--- src/rtl/fetch_unit_pkg.sv ---
// Shared constants for the fetch stage: FSM encoding, next-PC selects, instruction width.
package fetch_unit_pkg;

    localparam int unsigned INSTR_BITS  = 32;
    localparam int unsigned STATUS_BITS = 5;

    localparam logic [0:0] ST_FETCH = 1'b0;
    localparam logic [0:0] ST_EXEC  = 1'b1;

    localparam logic [1:0] PCSEL_INC  = 2'b00;
    localparam logic [1:0] PCSEL_K    = 2'b01;
    localparam logic [1:0] PCSEL_REG  = 2'b10;
    localparam logic [1:0] PCSEL_HOLD = 2'b11;

endpackage

--- src/rtl/fetch_unit_next_pc_calc.sv ---
// Combinational next-PC mux: PC+4, PC+(K<<2), word-aligned register target, or hold.
module next_pc_calc
    import fetch_unit_pkg::*;
#(
    parameter int unsigned PC_BITS = 64,
    parameter int unsigned K_BITS  = 64
) (
    input  logic [PC_BITS-1:0] pc,
    input  logic [1:0]         pc_sel,
    input  logic [K_BITS-1:0]  k,
    input  logic [PC_BITS-1:0] reg_target,
    output logic [PC_BITS-1:0] pc_plus4_c,
    output logic [PC_BITS-1:0] next_pc_c
);

    logic [PC_BITS-1:0] k_off;
    logic [1:0]         unused_rt_lo;

    // Word offset scaled to bytes, then fitted to the PC width.
    if (K_BITS + 2 > PC_BITS) begin : g_k_trunc
        logic [K_BITS+1:0] k_sh;
        logic              unused_k_hi;
        assign k_sh        = {k, 2'b00};
        assign k_off       = k_sh[PC_BITS-1:0];
        assign unused_k_hi = ^k_sh[K_BITS+1:PC_BITS];
    end else if (K_BITS + 2 == PC_BITS) begin : g_k_exact
        assign k_off = {k, 2'b00};
    end else begin : g_k_sext
        assign k_off = {{(PC_BITS-K_BITS-2){k[K_BITS-1]}}, k, 2'b00};
    end

    assign unused_rt_lo = reg_target[1:0];
    assign pc_plus4_c   = pc + PC_BITS'(4);

    always_comb begin
        next_pc_c = pc;
        unique case (pc_sel)
            PCSEL_INC:  next_pc_c = pc_plus4_c;
            PCSEL_K:    next_pc_c = pc + k_off;
            PCSEL_REG:  next_pc_c = {reg_target[PC_BITS-1:2], 2'b00};
            PCSEL_HOLD: next_pc_c = pc;
            default:    next_pc_c = pc;
        endcase
    end

endmodule

--- src/rtl/fetch_unit.sv ---
// Instruction fetch stage: PC, instruction register, status flags, imem handshake.
// Optional macro FETCH_STATUS_REG_EN registers the status flags; otherwise they pass through.
module fetch_unit
    import fetch_unit_pkg::*;
#(
    parameter int unsigned PC_BITS = 64,
    parameter int unsigned K_BITS  = 64
) (
    input  logic                   clock,
    input  logic                   reset,
    output logic                   imem_req,
    output logic [PC_BITS-1:0]     imem_addr,
    input  logic                   imem_ack,
    input  logic [INSTR_BITS-1:0]  imem_rdata,
    output logic [INSTR_BITS-1:0]  instruction,
    output logic                   instr_valid,
    input  logic                   advance,
    input  logic [1:0]             pc_sel,
    input  logic [K_BITS-1:0]      K,
    input  logic [PC_BITS-1:0]     reg_target,
    output logic [PC_BITS-1:0]     pc,
    output logic [PC_BITS-1:0]     pc_plus4,
    input  logic                   status_load,
    input  logic [STATUS_BITS-1:0] status_in,
    output logic [STATUS_BITS-1:0] status
);

    logic [0:0]            state_q, state_d;
    logic [PC_BITS-1:0]    pc_q, pc_d;
    logic [INSTR_BITS-1:0] ir_q, ir_d;
    logic [PC_BITS-1:0]    next_pc_c;

    next_pc_calc #(
        .PC_BITS (PC_BITS),
        .K_BITS  (K_BITS)
    ) u_next_pc_calc (
        .pc         (pc_q),
        .pc_sel     (pc_sel),
        .k          (K),
        .reg_target (reg_target),
        .pc_plus4_c (pc_plus4),
        .next_pc_c  (next_pc_c)
    );

    always_ff @(posedge clock) begin
        if (reset) begin
            state_q <= ST_FETCH;
            pc_q    <= '0;
            ir_q    <= '0;
        end else begin
            state_q <= state_d;
            pc_q    <= pc_d;
            ir_q    <= ir_d;
        end
    end

    // FETCH waits for ack and captures IR; EXEC waits for advance and steps the PC.
    always_comb begin
        state_d = state_q;
        pc_d    = pc_q;
        ir_d    = ir_q;
        unique case (state_q)
            ST_FETCH: begin
                if (imem_ack) begin
                    ir_d    = imem_rdata;
                    state_d = ST_EXEC;
                end
            end
            ST_EXEC: begin
                if (advance) begin
                    pc_d    = next_pc_c;
                    state_d = ST_FETCH;
                end
            end
            default: state_d = ST_FETCH;
        endcase
    end

    assign imem_req    = (state_q == ST_FETCH);
    assign instr_valid = (state_q == ST_EXEC);
    assign imem_addr   = pc_q;
    assign pc          = pc_q;
    assign instruction = ir_q;

`ifdef FETCH_STATUS_REG_EN
    logic [STATUS_BITS-1:0] status_q, status_d;

    always_comb begin
        status_d = status_q;
        if (status_load) begin
            status_d = status_in;
        end
    end

    always_ff @(posedge clock) begin
        if (reset) begin
            status_q <= '0;
        end else begin
            status_q <= status_d;
        end
    end

    assign status = status_q;
`else
    logic unused_status_load;
    assign unused_status_load = status_load;
    assign status             = status_in;
`endif

endmodule

--- config.mk ---
export PLATFORM = sky130hd
export DESIGN_NAME = fetch_unit
export DESIGN_NICKNAME = d
export VERILOG_FILES = /design/src/rtl/fetch_unit_pkg.sv /design/src/rtl/fetch_unit_next_pc_calc.sv /design/src/rtl/fetch_unit.sv
export SDC_FILE = /design/constraint.sdc
export NUM_CORES = 1
export LEC_CHECK = 0
export ABC_CLOCK_PERIOD_IN_PS = 3180
export CAP_MARGIN = 0
export CORE_ASPECT_RATIO = 0.6
export CORE_MARGIN = 2
export CORE_UTILIZATION = 30
export CTS_CLUSTER_SIZE = 24
export DETAILED_ROUTE_END_ITERATION = 8
export SLEW_MARGIN = 20
export SYNTH_ARGS = -nofsm -noshare
export SYNTH_HDL_FRONTEND = slang
export SYNTH_SLANG_ARGS = --single-unit
export TNS_END_PERCENT = 50
--- constraint.sdc ---
create_clock -name clock -period 3.18 [get_ports clock]
set_clock_uncertainty 0.2 [all_clocks]
set_input_delay 0.477 -clock clock [delete_from_list [all_inputs] [get_ports clock]]
set_output_delay 0.477 -clock clock [all_outputs]
set_load 0.01 [all_outputs]
==> impl_results.md, run 1 <==
- Status: complete, but fails checks
- Failing checks: setup timing
- Layout Nets: 2292
- First-pass GRT wire length: 79500 µm
- Sequential area share after synthesis: 0.185
- Top cell type's share of synthesized area: 0.185
- Area of the multi-input gates: 8670 µm²
- YS warnings: 0
- Synthesized cell area: 10300 µm²
- Final wirelength: 54400 µm
- Hold-fix buffer count after cts: 0
- Post-layout util: 0.549
- CP Launch Type: primary input
- Die Ht: 148 µm
- Placed insts: 2452
- Clock Tree Buf Depth: 2
- Clock-pin slew on the worst setup and hold paths: 0.09 ns
- CP delay by family, top: compound AO/OA/AOI/OAI gates
- Overall Global Routing Usage: 0.288
- Synth top area cells: dfxtp_1, ha_1, a21oi_1
- Post-route setup slack: -0.166 ns
- RSZ-0062 raised after global routing: true
- # H-tree levels: 3
- Yosys cell types: 90
- Crit-path max FO: 6
- Register bit total from synthesis: 95
- Post-route cell area: 18500 µm²
- Worst EP arrival: 3.41 ns
- Final ANT Viol Nets: 0
- MaxCap Viol Count: 0
- Starting Density: 0.305
- Via density: 5.43
- Die ar.: 35900 µm²
- Crit path time final: 3.35 ns
- Crit share post-route: 1.05
- Final Hold Viols: 0
- Finished Layout Cells: 2519
- DP HPWL: 42500 µm
- CTS buffer count: 9
- Crit-path cells: clkdlybuf4s50_1 > ha_4 > and4_1 > and2_4 > buf_4 > nand3_1 > a21oi_4 > o21ai_2 > a2111o_1 > a31oi_2 > xor2_1 > a221oi_2 > nor4_2
- Register Area: 1920 µm²
- Worst Hold Class: reg2reg
- Worst path slowest cell: clkdlybuf4s50_1
- Skew-Pair Late Insertion Delay: 0.38 ns
- Global placer's final weighted congestion: 0.955
- I/O Pins: 403
- EDFF count, synth: 0
- DR pass1 iterations: 5
- Final Max Tran Viols: 0
- Vias: 13.7k
- Clk sinks: 95
- Setup TNS: -1.90 ns
- Fill cells: 3084
- # rows: 52
- Layout cells sized above 1: 0.330
- PortBufs: 381
- Antenna violations before repair: 1
- Largest net degree at the start of global routing: 82
- Post-DP Area: 16500 µm²
- Final Setup Violations: 30
- Top cells by count, synth: nand2_1, a21oi_1, dfxtp_1
- DR iter-0 viols: 1281
- Worst Setup End Kind: flip-flop
- Post-synth top area cell: dfxtp_1
- Syn Area/Cell: 7.26 µm²
- Syn-to-layout area delta: 79.8%
- Top-count cell post-synth: nand2_1
- Slowest stage delay, CP: 0.48 ns
- PwrDens: 231 nW/µm²
- Placement Setup Slack: -1.01 ns
- Fmax: 299 MHz
- Vias in the first global route: 13.1k
- Worst path buffer plus inverter count: 2
- Leak pwr: 8.18 nW
- IR drop worst, VDD: 299 µV
- Max_slew headroom: 0.561
- Overflow after GRT: 0
- Avg WL per Cell: 21.6 µm
- Fin Hold WS: 0.256 ns
- Die width: 243 µm
- Slew @ Worst Pin: 0.654 ns
- Total core area: 33800 µm²
- Required @ worst endpoint: 3.24 ns
- Ys async rst share: 0
- Critical path class: in2reg
- Root Driver: clkbuf_16
- Syn Inst Count: 1418
- Drt drc: 0
- CTS tree: yes
- Total power: 4.28 mW
- Top_reg_cell synth: dfxtp_1
-- worst register-to-register path: stages (launching register included) --
cell      delay, ns
dfxtp_2        0.33
buf_4          0.14
ha_4           0.23
and2_4         0.16
a221o_1        0.40
o21a_1         0.26
a21oi_4        0.26
o211ai_4       0.16
and4_4         0.23
o31a_1         0.34
mux2i_1        0.17
o21ai_1        0.08
a221oi_2       0.23
-- sequential cells by signal, indices dropped and copies added, names as in the netlist --
name and count:
imem_addr 62, instr_valid 1, instruction 32
-- worst paths after layout --
check	depth (start not counted)	endpoint	start	slack [ns]
setup / recovery	13	imem_addr[60]$_SDFFE_PP0P_	K[13]	-0.17
hold / removal	2	instruction[1]$_SDFFE_PP0P_	instruction[1]$_SDFFE_PP0P_	0.26
hold reg to reg	2	instruction[1]$_SDFFE_PP0P_	instruction[1]$_SDFFE_PP0P_	0.26
setup reg to reg	12	imem_addr[61]$_SDFFE_PP0P_	imem_addr[6]$_SDFFE_PP0P_	-0.11
-- metal layers --
| layer | up-vias | share of wire | GRT usage |
|---|---|---|---|
| met5 | - | 0 | 0 |
| met3 | 69 | 0.095 | 0.0674 |
| met1 | 6511 | 0.46 | 0.410 |
| met4 | 0 | 0.022 | 0.0681 |
| met2 | 714 | 0.43 | 0.438 |
| li1 | 6375 | - | - |
-- where the power goes --
| group | leakage (nW) | internal, mW | switching (mW) |
|---|---|---|---|
| clock network | 0.159 | 0.641 | 0.649 |
| logic | 7.24 | 0.855 | 0.851 |
| registers | 0.781 | 1.24 | 0.0449 |
| total | 8.18 | 2.73 | 1.55 |
-- layout by cell type (no fill, tap or decap), types with 16 or more instances in the layout --
| master | synthesis | routed |
|---|---|---|
| buf_6 | 4 | 33 |
| a22oi_1 | 21 | 21 |
| xnor2_2 | 0 | 20 |
| buf_4 | 77 | 367 |
| nor3_1 | 27 | 22 |
| xnor2_1 | 70 | 46 |
| nor2_1 | 85 | 76 |
| a21o_1 | 37 | 37 |
| ha_4 | 0 | 20 |
| a221o_1 | 17 | 17 |
| xor2_1 | 41 | 37 |
| o21a_1 | 18 | 18 |
| o21ai_0 | 79 | 69 |
| a31oi_1 | 19 | 16 |
| inv_1 | 30 | 29 |
| nand4_1 | 31 | 31 |
| clkdlybuf4s50_1 | 0 | 316 |
| nand2_1 | 187 | 177 |
| a21oi_1 | 146 | 130 |
| buf_2 | 8 | 22 |
| dfxtp_1 | 95 | 80 |
| nand3_1 | 41 | 29 |
| ha_1 | 65 | 40 |
-- cell families (layout without fill, tap and decap cells) --
kind of cell    Yosys count  in the layout  share of synthesized area
buf+inv                 192            828                      0.102
mux                       3              3                    0.00304
other cells               1              7                   0.000364
flops                    95             95                      0.185
simple gates            489            489                      0.242
fa+ha+maj                66             66                     0.0809
xor+xnor                111            111                     0.0944
compound gates          461            461                      0.292
-- repair_timing --
action	CTS	global route
gates resized for setup	290	147
endpoints found under the setup margin	97	96
buffers inserted	28	27
cloned	0	0
pin swaps	76	104
-- area by class of cell --
| cell class | instances | area share |
|---|---|---|
| Sequential cell | 95 | 0.104 |
| Multi-Input combinational cell | 1136 | 0.468 |
| Antenna cell | 1 | 0.000135 |
| Clock buffer | 9 | 0.0122 |
| Timing Repair Buffer | 780 | 0.373 |
| Inverter | 32 | 0.00649 |
| Tap cell | 459 | 0.0310 |
| Clock inverter | 7 | 0.00527 |
Note: power is estimated with default switching activity, not from simulation.
==> inputs of run 2 (changes only) <==
- PLACE_DENSITY: unset -> 0.65
- REMOVE_ABC_BUFFERS: unset -> 1
==> impl_results.md, run 2 (synthesis gave the netlist of run 1 again) <==
- Largest register FFs: 62 (unchanged)
- Clock-pin slew on the worst setup and hold paths: 0.08 ns (was 0.09 ns)
- RSZ-0062 raised after global routing: true (unchanged)
- Required @ worst endpoint: 3.25 ns (was 3.24 ns)
- Vias in the first global route: 13.0k (was 13.1k)
- Critical path class: reg2reg (was in2reg)
- Worst EP arrival: 3.45 ns (was 3.41 ns)
- Slew @ Worst Pin: 0.664 ns (was 0.654 ns)
- Crit path time final: 3.38 ns (was 3.35 ns)
- Via density: 5.38 (was 5.43)
- R2R Path Start: imem_addr[2]$_SDFFE_PP0P_ (was imem_addr[6]$_SDFFE_PP0P_)
- I/O Pins: 403 (unchanged)
- Final Hold Viols: 0 (unchanged)
- DR pass1 iterations: 8 (was 5)
- Die ar.: 35900 µm² (unchanged)
- # H-tree levels: 3 (unchanged)
- Finished Layout Cells: 2552 (was 2519)
- DR iter-0 viols: 1327 (was 1281)
- Global placer's final weighted congestion: 0.954 (was 0.955)
- PwrDens: 221 nW/µm² (was 231 nW/µm²)
- Syn-to-layout area delta: 80.8% (was 79.8%)
- Worst Hold Class: reg2reg (unchanged)
- Commonest non-fill, non-tap cells in the layout: buf_4, clkdlybuf4s50_1, nand2_1 (unchanged)
- DP HPWL: 39700 µm (was 42500 µm)
- CP Launch Type: flip-flop (was primary input)
- Skew-Pair Late Insertion Delay: 0.39 ns (was 0.38 ns)
- Fill cells: 3096 (was 3084)
- Crit-path cells: buf_6 > ha_4 > inv_2 > fa_2 > nand2b_4 > a21oi_4 > nor2b_2 > o31ai_2 > buf_4 > a41oi_4 > o31ai_4 > a21oi_4 > buf_4 > o31ai_4 > xnor2_1 > o21ai_1 (was clkdlybuf4s50_1 > ha_4 > and4_1 > and2_4 > buf_4 > nand3_1 > a21oi_4 > o21ai_2 > a2111o_1 > a31oi_2 > xor2_1 > a221oi_2 > nor4_2)
- Hold-fix buffer count after cts: 0 (unchanged)
- Layout Nets: 2323 (was 2292)
- Area of the multi-input gates: 8610 µm² (was 8670 µm²)
- Setup TNS: -2.96 ns (was -1.90 ns)
- Leak pwr: 8.24 nW (was 8.18 nW)
- Total core area: 33800 µm² (unchanged)
- Layout cells sized above 1: 0.348 (was 0.330)
- CTS tree: yes (unchanged)
- Final ANT Viol Nets: 0 (unchanged)
- MaxCap Viol Count: 0 (unchanged)
- Fmax: 295 MHz (was 299 MHz)
- Clk sinks: 95 (unchanged)
- Failing checks: setup timing (unchanged)
- Hold_sp: instruction[19]$_SDFFE_PP0P_ (was instruction[1]$_SDFFE_PP0P_)
- CTS buffer count: 9 (unchanged)
- Max_slew headroom: 0.556 (was 0.561)
- CP delay by family, top: compound AO/OA/AOI/OAI gates (unchanged)
- Clock Tree Buf Depth: 2 (unchanged)
- Largest net degree at the start of global routing: 46 (was 82)
- Starting Density: 0.305 (unchanged)
- Worst path slowest cell: dfxtp_4 (was clkdlybuf4s50_1)
- Vias: 13.7k (about the same)
- Final Max Tran Viols: 0 (unchanged)
- IR drop worst, VDD: 247 µV (was 299 µV)
- Worst Setup End Kind: flip-flop (unchanged)
- Register Area: 1930 µm² (was 1920 µm²)
- Placed insts: 2458 (was 2452)
- Fin Hold WS: 0.257 ns (was 0.256 ns)
- Status: complete, but fails checks (unchanged)
- Die width: 243 µm (unchanged)
- Overall Global Routing Usage: 0.276 (was 0.288)
- Overflow after GRT: 0 (unchanged)
- PortBufs: 381 (unchanged)
- Avg WL per Cell: 20.6 µm (was 21.6 µm)
- Antenna violations before repair: 3 (was 1)
- Final wirelength: 52500 µm (was 54400 µm)
- Total power: 4.12 mW (was 4.28 mW)
- Root Driver: clkbuf_16 (unchanged)
- # rows: 52 (unchanged)
- Drt drc: 0 (unchanged)
- Crit share post-route: 1.06 (was 1.05)
- Worst path buffer plus inverter count: 4 (was 2)
- Commonest non-fill, non-tap cell in the layout: buf_4 (unchanged)
- First-pass GRT wire length: 77200 µm (was 79500 µm)
- Post-route setup slack: -0.204 ns (was -0.166 ns)
- Final Setup Violations: 41 (was 30)
- Crit path from: imem_addr[2]$_SDFFE_PP0P_ (was K[13])
- Crit-path max FO: 6 (unchanged)
- Slowest stage delay, CP: 0.37 ns (was 0.48 ns)
- Die Ht: 148 µm (unchanged)
## run 2: changes by cell type in the layout (fill, tap and decap cells not counted), sizes merged, moves of 3 or more
cell / before / now
clkinvlp: 0 / 3
clkbuf: 10 / 13
buf: 430 / 466
dlymetal6s2s: 13 / 9
## run 2: per-stage QoR
stage | worst slack [ns] | util | instance area, µm²
finish | -0.204 | 0.551 | 18600
floorplan | -2.69 | - | 9390
global route | -0.272 | 0.551 | 18600
CTS | -0.265 | 0.523 | 17700
global placement | -0.801 | 0.489 | 16500
detailed placement | -0.904 | 0.489 | 16500
## run 2: path summary, 6_finish.rpt
| check | endpoint | slack [ns] | depth (start not counted) |
|---|---|---|---|
| setup / recovery | imem_addr[54]$_SDFFE_PP0P_ | -0.20 | 16 |
| hold / removal | instruction[19]$_SDFFE_PP0P_ | 0.26 | 2 |
| setup reg to reg | imem_addr[54]$_SDFFE_PP0P_ | -0.20 | 16 |
| hold reg to reg | instruction[19]$_SDFFE_PP0P_ | 0.26 | 2 |
## run 2: cell type report
class,instances,share of cell area
Antenna cell,3,0.000403
Clock buffer,10,0.0123
Clock inverter,6,0.00242
Inverter,32,0.00645
Multi-Input combinational cell,1136,0.462
Sequential cell,95,0.104
Tap cell,459,0.0308
Timing Repair Buffer,811,0.381
## run 2: power by group
part	switching [mW]	internal (mW)
Clock	0.593	0.537
Sequential	0.0422	1.24
Combinational	0.855	0.858
Total	1.49	2.63
## run 2: worst reg2reg max path, cell delays in order, from the launching register on
cell	delay, ns
dfxtp_4	0.37
buf_6	0.10
ha_4	0.13
inv_2	0.03
fa_2	0.33
nand2b_4	0.17
a21oi_4	0.15
nor2b_2	0.07
o31ai_2	0.29
buf_4	0.21
a41oi_4	0.15
o31ai_4	0.32
a21oi_4	0.17
buf_4	0.18
o31ai_4	0.18
xnor2_1	0.14
o21ai_1	0.08
## run 2: per-layer routing
layer / GRT usage / share of wire / vias up
li1: - / - / 6428
met4: 0.0644 / 0.018 / 0
met3: 0.0594 / 0.086 / 71
met1: 0.406 / 0.46 / 6563
met2: 0.408 / 0.43 / 670
met5: 0 / 0 / -
## run 2: repair_timing
item / 4_1_cts / 5_1_grt
pin swaps: 76 / 117
setup buffers: 46 / 38
setup endpoints to repair: 91 / 94
resized for setup: 325 / 166
